`src/rtl/mfcc_pkg.sv`:
```
// Shared types and default sizing for the MFCC frame sequencer.
// Default widths here match the top-level parameter defaults.
package mfcc_pkg;

  localparam int DEF_NUM_MEL    = 8;
  localparam int DEF_NUM_CEPS   = 4;
  localparam int DEF_DATA_WIDTH = 16;

  // A single-entry buffer still needs a 1-bit pointer.
  function automatic int ptr_width(input int n);
    return (n > 1) ? $clog2(n) : 1;
  endfunction

  localparam int MEL_PTR_W  = ptr_width(DEF_NUM_MEL);
  localparam int CEPS_PTR_W = ptr_width(DEF_NUM_CEPS);

  typedef enum logic [1:0] {
    ST_LOAD,
    ST_RUN,
    ST_WAIT,
    ST_OUT
  } seq_state_t;

endpackage

```
`src/rtl/mel_frame_buf.sv`:
```
// Mel energy register file: one synchronous write port, one combinational read port.
module mel_frame_buf
  import mfcc_pkg::*;
#(
  parameter int NUM_MEL    = DEF_NUM_MEL,
  parameter int DATA_WIDTH = DEF_DATA_WIDTH,
  parameter int ADDR_W     = ptr_width(NUM_MEL)
) (
  input  logic                  clk,
  input  logic                  i_wr_en,
  input  logic [ADDR_W-1:0]     i_wr_addr,
  input  logic [DATA_WIDTH-1:0] i_wr_data,
  input  logic [ADDR_W-1:0]     i_rd_addr,
  output logic [DATA_WIDTH-1:0] o_rd_data
);

  logic [DATA_WIDTH-1:0] r_mem [NUM_MEL];

  always_ff @(posedge clk) begin
    if (i_wr_en) r_mem[i_wr_addr] <= i_wr_data;
  end

  assign o_rd_data = r_mem[i_rd_addr];

endmodule

```
`src/rtl/mfcc_frame_sequencer.sv`:
```
// Buffers one frame of mel energies and replays it once per cepstral coefficient into the log/DCT datapath.
// Define MFCC_SEQ_SKIP_C0_EN to iterate coefficients 1..NUM_CEPS-1 and never issue c0.
module mfcc_frame_sequencer
  import mfcc_pkg::*;
#(
  parameter int NUM_MEL    = DEF_NUM_MEL,
  parameter int NUM_CEPS   = DEF_NUM_CEPS,
  parameter int DATA_WIDTH = DEF_DATA_WIDTH
) (
  input  logic                        clk,
  input  logic                        rst,
  input  logic [DATA_WIDTH-1:0]       mel_in,
  input  logic                        mel_valid,
  output logic                        mel_ready,
  output logic [DATA_WIDTH-1:0]       dp_data,
  output logic                        dp_valid,
  output logic                        dp_last,
  output logic [$clog2(NUM_CEPS)-1:0] dp_ceps,
  input  logic [DATA_WIDTH-1:0]       dp_result,
  input  logic                        dp_result_valid,
  output logic [DATA_WIDTH-1:0]       mfcc_out,
  output logic [$clog2(NUM_CEPS)-1:0] mfcc_idx,
  output logic                        mfcc_valid,
  input  logic                        mfcc_ready,
  output logic                        frame_done,
  output logic                        err_unexp
);

  localparam int CEPS_W = $clog2(NUM_CEPS);
  localparam int PTR_W  = ptr_width(NUM_MEL);
  localparam logic [PTR_W-1:0]  LAST_MEL  = PTR_W'(NUM_MEL - 1);
  localparam logic [PTR_W-1:0]  PTR_ONE   = PTR_W'(1);
  localparam logic [CEPS_W-1:0] LAST_CEPS = CEPS_W'(NUM_CEPS - 1);
  localparam logic [CEPS_W-1:0] CEPS_ONE  = CEPS_W'(1);
`ifdef MFCC_SEQ_SKIP_C0_EN
  localparam logic [CEPS_W-1:0] CEPS_FIRST = CEPS_W'(1);
`else
  localparam logic [CEPS_W-1:0] CEPS_FIRST = '0;
`endif

  seq_state_t            r_state, w_state_nxt;
  logic [PTR_W-1:0]      r_wr_ptr, r_rd_ptr, w_rd_addr;
  logic [CEPS_W-1:0]     r_ceps, r_mfcc_idx;
  logic [DATA_WIDTH-1:0] r_dp_data, r_mfcc_out, w_rd_data;
  logic                  r_mfcc_valid, r_frame_done, r_err_unexp;
  logic                  w_wr_en, w_bypass;

  assign w_wr_en  = (r_state == ST_LOAD) && mel_valid;
  assign w_bypass = w_wr_en && (r_wr_ptr == w_rd_addr);

  mel_frame_buf #(
    .NUM_MEL    (NUM_MEL),
    .DATA_WIDTH (DATA_WIDTH),
    .ADDR_W     (PTR_W)
  ) u_buf (
    .clk       (clk),
    .i_wr_en   (w_wr_en),
    .i_wr_addr (r_wr_ptr),
    .i_wr_data (mel_in),
    .i_rd_addr (w_rd_addr),
    .o_rd_data (w_rd_data)
  );

  always_ff @(posedge clk or posedge rst) begin
    if (rst) r_state <= ST_LOAD;
    else     r_state <= w_state_nxt;
  end

  always_comb begin
    w_state_nxt = r_state;
    mel_ready   = 1'b0;
    dp_valid    = 1'b0;
    dp_last     = 1'b0;
    case (r_state)
      ST_LOAD: begin
        mel_ready = 1'b1;
        if (mel_valid && (r_wr_ptr == LAST_MEL)) w_state_nxt = ST_RUN;
      end
      ST_RUN: begin
        dp_valid = 1'b1;
        dp_last  = (r_rd_ptr == LAST_MEL);
        if (r_rd_ptr == LAST_MEL) w_state_nxt = ST_WAIT;
      end
      ST_WAIT: begin
        if (dp_result_valid) w_state_nxt = ST_OUT;
      end
      ST_OUT: begin
        if (mfcc_ready) w_state_nxt = (r_ceps == LAST_CEPS) ? ST_LOAD : ST_RUN;
      end
      default: w_state_nxt = ST_LOAD;
    endcase
  end

  // dp_data is registered, so the read address runs one beat ahead and parks on entry 0 outside RUN.
  always_comb begin
    w_rd_addr = '0;
    if ((r_state == ST_RUN) && (r_rd_ptr != LAST_MEL)) w_rd_addr = r_rd_ptr + PTR_ONE;
  end

  always_ff @(posedge clk or posedge rst) begin
    if (rst) begin
      r_wr_ptr     <= '0;
      r_rd_ptr     <= '0;
      r_ceps       <= '0;
      r_dp_data    <= '0;
      r_mfcc_out   <= '0;
      r_mfcc_idx   <= '0;
      r_mfcc_valid <= 1'b0;
      r_frame_done <= 1'b0;
      r_err_unexp  <= 1'b0;
    end else begin
      r_frame_done <= 1'b0;
      r_dp_data    <= w_bypass ? mel_in : w_rd_data;
      if (dp_result_valid && (r_state != ST_WAIT)) r_err_unexp <= 1'b1;
      case (r_state)
        ST_LOAD: begin
          if (mel_valid) begin
            if (r_wr_ptr == LAST_MEL) begin
              r_wr_ptr <= '0;
              r_ceps   <= CEPS_FIRST;
            end else begin
              r_wr_ptr <= r_wr_ptr + PTR_ONE;
            end
          end
        end
        ST_RUN: r_rd_ptr <= (r_rd_ptr == LAST_MEL) ? '0 : r_rd_ptr + PTR_ONE;
        ST_WAIT: begin
          if (dp_result_valid) begin
            r_mfcc_out   <= dp_result;
            r_mfcc_idx   <= r_ceps;
            r_mfcc_valid <= 1'b1;
          end
        end
        ST_OUT: begin
          if (mfcc_ready) begin
            r_mfcc_valid <= 1'b0;
            if (r_ceps == LAST_CEPS) r_frame_done <= 1'b1;
            else                     r_ceps       <= r_ceps + CEPS_ONE;
          end
        end
        default: ;
      endcase
    end
  end

  assign dp_data    = r_dp_data;
  assign dp_ceps    = r_ceps;
  assign mfcc_out   = r_mfcc_out;
  assign mfcc_idx   = r_mfcc_idx;
  assign mfcc_valid = r_mfcc_valid;
  assign frame_done = r_frame_done;
  assign err_unexp  = r_err_unexp;

endmodule

```
`config.mk`:
```
export PLATFORM = sky130hd
export DESIGN_NAME = mfcc_frame_sequencer
export DESIGN_NICKNAME = d
export VERILOG_FILES = /design/src/rtl/mfcc_pkg.sv /design/src/rtl/mel_frame_buf.sv /design/src/rtl/mfcc_frame_sequencer.sv
export SDC_FILE = /design/constraint.sdc
export NUM_CORES = 1
export LEC_CHECK = 0
export BUFFER_PORTS_ARGS = -buffer_cell sky130_fd_sc_hd__buf_2
export CORE_MARGIN = 2
export CORE_UTILIZATION = 55
export CTS_CLUSTER_DIAMETER = 150
export CTS_CLUSTER_SIZE = 16
export DETAILED_ROUTE_END_ITERATION = 8
export PLACE_DENSITY_LB_ADDON = 0.1
export SYNTH_ARGS = -nofsm -noshare
export SYNTH_HDL_FRONTEND = slang
export SYNTH_HIERARCHICAL = 1
export SYNTH_SLANG_ARGS = --single-unit
```
`constraint.sdc`:
```
create_clock -name clk -period 8.2 [get_ports clk]
set_input_delay 0.82 -clock clk [delete_from_list [all_inputs] [get_ports clk]]
set_output_delay 0.82 -clock clk [all_outputs]
set_load 0.03 [all_outputs]
```
==> results.py <==
metrics = {
    "logic_synthesis": {
        "synth_simple_gate_area_share_pct": 2.86,
        "synth_most_common_cell": "edfxtp_1",
        "synth_fa_ha_area_share_pct": 1.77,
        "ys_async_sr_fraction_pct": 26.9,
        "synth_cell_types": 36,
        "seq_area_frac_synth_pct": 70.9,
        "syn_inst": 349,
        "synth_area_leaders": "edfxtp_1, dfrtp_1, mux4_1, mux2_2, mux2_4",
        "avgSynthCellArea_sq_um": 20.3,
        "synth_mux_area_share_pct": 20.6,
        "ys_ff_latch": 175,
        "synth_compound_area_share_pct": 1.87,
        "synth_top_family_by_area": "multiplexers",
        "synth_top_area_cell": "edfxtp_1",
        "synth_area_sq_mm": 0.00708,
        "synth-edff-count": 128,
        "ys_warn_count": 6,
        "ys_dominant_reg_cell": "edfxtp_1",
        "synth_common_cells": "edfxtp_1, dfrtp_1, mux2_2",
        "syn_nets": 396,
        "synth_top_area_share_pct": 54.3,
        "synth-xor-area-share_pct": 0.247,
    },
    "clocking": {
        "cts_buffers": 17,
        "clockBufferDepth": 2,
        "cts_tree": "built",
        "cts_resized": 0,
        "clk_root_buffer_cell": "clkbuf_16",
        "clk_pin_slew_ns": 0.06,
        "clock_sinks": 175,
        "insertion_delay_ns": 0.42,
        "post-cts-setup-buffers": 0,
        "holdBufCountCts": 0,
        "cts_htree_levels": 4,
    },
    "route": {
        "routedWlPerCell_um": 19.4,
        "post-route-drc-count": 0,
        "viasPerCell": 5.50,
        "wl_mm": 12.2,
        "route.vias.total": 3460,
        "dr.pass1.iters": 4,
        "antenna_left": 0,
        "drtIter0Drc": 181,
    },
    "finish": {
        "fin_cells": 629,
        "diodes": 0,
        "n_fill_cell": 876,
        "layout.nets": 491,
        "drive_gt1_share_pct": 40.0,
        "postLayoutCellArea_sq_mm": 0.00835,
        "register_area_sq_mm": 0.00502,
        "multiInputGateArea_sq_mm": 0.00197,
        "area_growth_pct": 17.8,
    },
    "hold_path": {
        "hold_path_class": "reg2reg",
        "hold_start": "err_unexp$_DFFE_PP0P_",
    },
    "timing": {
        "drv_slew": 0,
        "fmax_mhz": 344,
        "worst_pin_slew_ns": 1.08,
        "fin_skew_ns": 0.00668,
        "slew_headroom_pct": 28.0,
        "setup_viol": 0,
        "timing.final.crit_period_ns": 2.91,
        "hold_violations": 0,
        "timing.final.crit_share_pct": 35.4,
        "timing.final.ws_setup_ns": 5.29,
        "rsz0062_at_grt": "no",
        "tns_ns": 0,
    },
    "floorplanning": {
        "pin_count": 79,
        "start_util_pct": 56.1,
        "dieArea_sq_mm": 0.0138,
        "die_h_um": 117,
        "coreArea_sq_mm": 0.0126,
        "die_width_um": 117,
        "rows": 41,
    },
    "place": {
        "placed_area_sq_mm": 0.00770,
        "dp_cells": 597,
        "post-place-ws_ns": 5.27,
        "gp_congestion": 0.744,
        "dpl.hpwl_mm": 7.19,
        "port_buffers": 78,
    },
    "global_routing": {
        "grt_max_degree": 48,
        "grt_antenna_before_repair": 0,
        "grt_pass1_wl_mm": 19.5,
        "grt_overflow": 0,
        "grt_pass1_vias": 3535,
        "grtUsageTotal_pct": 19.2,
    },
    "worst_setup_path": {
        "rr_startpoint": "r_rd_ptr[0]$_DFFE_PP0N_",
        "criticalPathCategory": "reg2reg",
        "endpoint_kind": "register",
        "critical_path.max_fanout": 34,
        "critPathLaunchType": "register",
        "cp-startpoint": "r_rd_ptr[0]$_DFFE_PP0N_",
        "worst_ep_required_time_ns": 8.50,
        "cp_data_arrival_time_ns": 3.21,
    },
    "power": {
        "power.share.clock_pct": 28.4,
        "combPwrFrac_pct": 32.3,
        "ir_drop_uv": 178,
        "pwr-share-seq_pct": 39.3,
        "intPower_uw": 2080,
        "leakage_uw": 0.00316,
        "p_switching_uw": 935,
        "switching_share_pct": 31.0,
        "powerDensity_mw_per_mm2": 362,
    },
    "job": {
        "maxCapViolations": 0,
    },
    "run_status": {
        "status": "completed",
    },
}
-- sequential cells by signal, indices dropped and copies added, names as in the netlist --
register and flops:
dp_ceps 2, dp_data 16, err_unexp 1, frame_done 1, mfcc_idx 2, mfcc_out 16, mfcc_valid 1, r_rd_ptr 3
r_state 2, r_wr_ptr 3, u_buf/r_mem 128
-- layer usage --
metal / vias up / share of wire [%] / global-route usage [%]
met1: 1766 / 41 / 24.1
met5: - / 0 / 0
met4: 0 / 0.94 / 6.55
li1: 1592 / - / -
met2: 92 / 53 / 32.8
met3: 10 / 5.6 / 5.04
-- critical path, stage by stage, from the launching register on --
cell and delay [ns]:
dfrtp_1 0.41, ha_1 0.21, ha_1 0.25, nor3b_2 0.17
buf_4 0.51, xor2_1 0.19, a311oi_4 0.29, buf_4 0.37
mux2_2 0.39
-- final cells by class --
| cell class | count | area share, % |
|---|---|---|
| clock buffers | 17 | 5.10 |
| clock inverters | 15 | 2.59 |
| inverters | 10 | 0.450 |
| multi-input cells | 153 | 23.6 |
| flip-flops and latches | 175 | 60.1 |
| well taps | 172 | 2.58 |
| repair buffers | 87 | 5.49 |
-- metrics by stage --
stage	hold WS (ns)	power [uW]	util [%]
6_report	0.460	3020	66.1
5_1_grt	0.504	3170	66.1
4_1_cts	0.465	3050	66.1
3_5_place_dp	0.443	2190	61.0
3_3_place_gp	0.435	2170	61.0
2_1_floorplan	0.459	1950	-
-- final timing paths --
| kind | endpoint | slack, ns | cells past startpoint |
|---|---|---|---|
| max | dp_data[15]$_DFF_PP0_ | 5.29 | 8 |
| min | err_unexp$_DFFE_PP0P_ | 0.46 | 1 |
| max reg2reg | dp_data[15]$_DFF_PP0_ | 5.29 | 8 |
| min reg2reg | err_unexp$_DFFE_PP0P_ | 0.46 | 1 |
| max in group asynchronous | err_unexp$_DFFE_PP0P_ | 6.86 | 2 |
| min in group asynchronous | mfcc_out[8]$_DFFE_PP0P_ | 0.67 | 2 |
-- cells by family (layout without fill, tap and decap cells) --
kind of cell,Yosys count,count (layout)
DFF,175,175
adders and majority gates,10,10
buffers and inverters,21,129
AOI/OAI and AO/OA,16,16
xor gates and xnor gates,2,2
and+or+nand+nor,40,40
muxes,85,85
-- cells in the final DEF (no fill, tap or decap), types with 2 or more instances in the layout --
cell type	Yosys	final
mux2_2	43	43
ha_1	10	10
mux2_4	10	10
buf_2	0	78
clkinv_2	0	3
a21o_1	3	3
nand2_1	10	10
clkinv_1	0	2
bufinv_16	0	5
mux4_2	4	4
nor3_4	0	2
buf_4	0	9
inv_1	10	9
o21ai_0	4	4
clkbuf_16	0	17
nor2_1	13	12
clkinvlp_4	0	2
dfrtp_1	47	47
xor2_1	2	2
nand2b_1	7	7
mux4_1	28	28
edfxtp_1	128	128
-- power groups by stage --
stage | registers [uW] | clock network (uW) | logic (uW)
after floorplan | 1370 | 0 | 576
after global placement | 1200 | 0 | 969
after detailed placement | 1210 | 0 | 987
after CTS | 1190 | 875 | 990
after global routing | 1210 | 913 | 1050
final | 1190 | 858 | 973
Note: power is estimated with default switching activity, not from simulation.
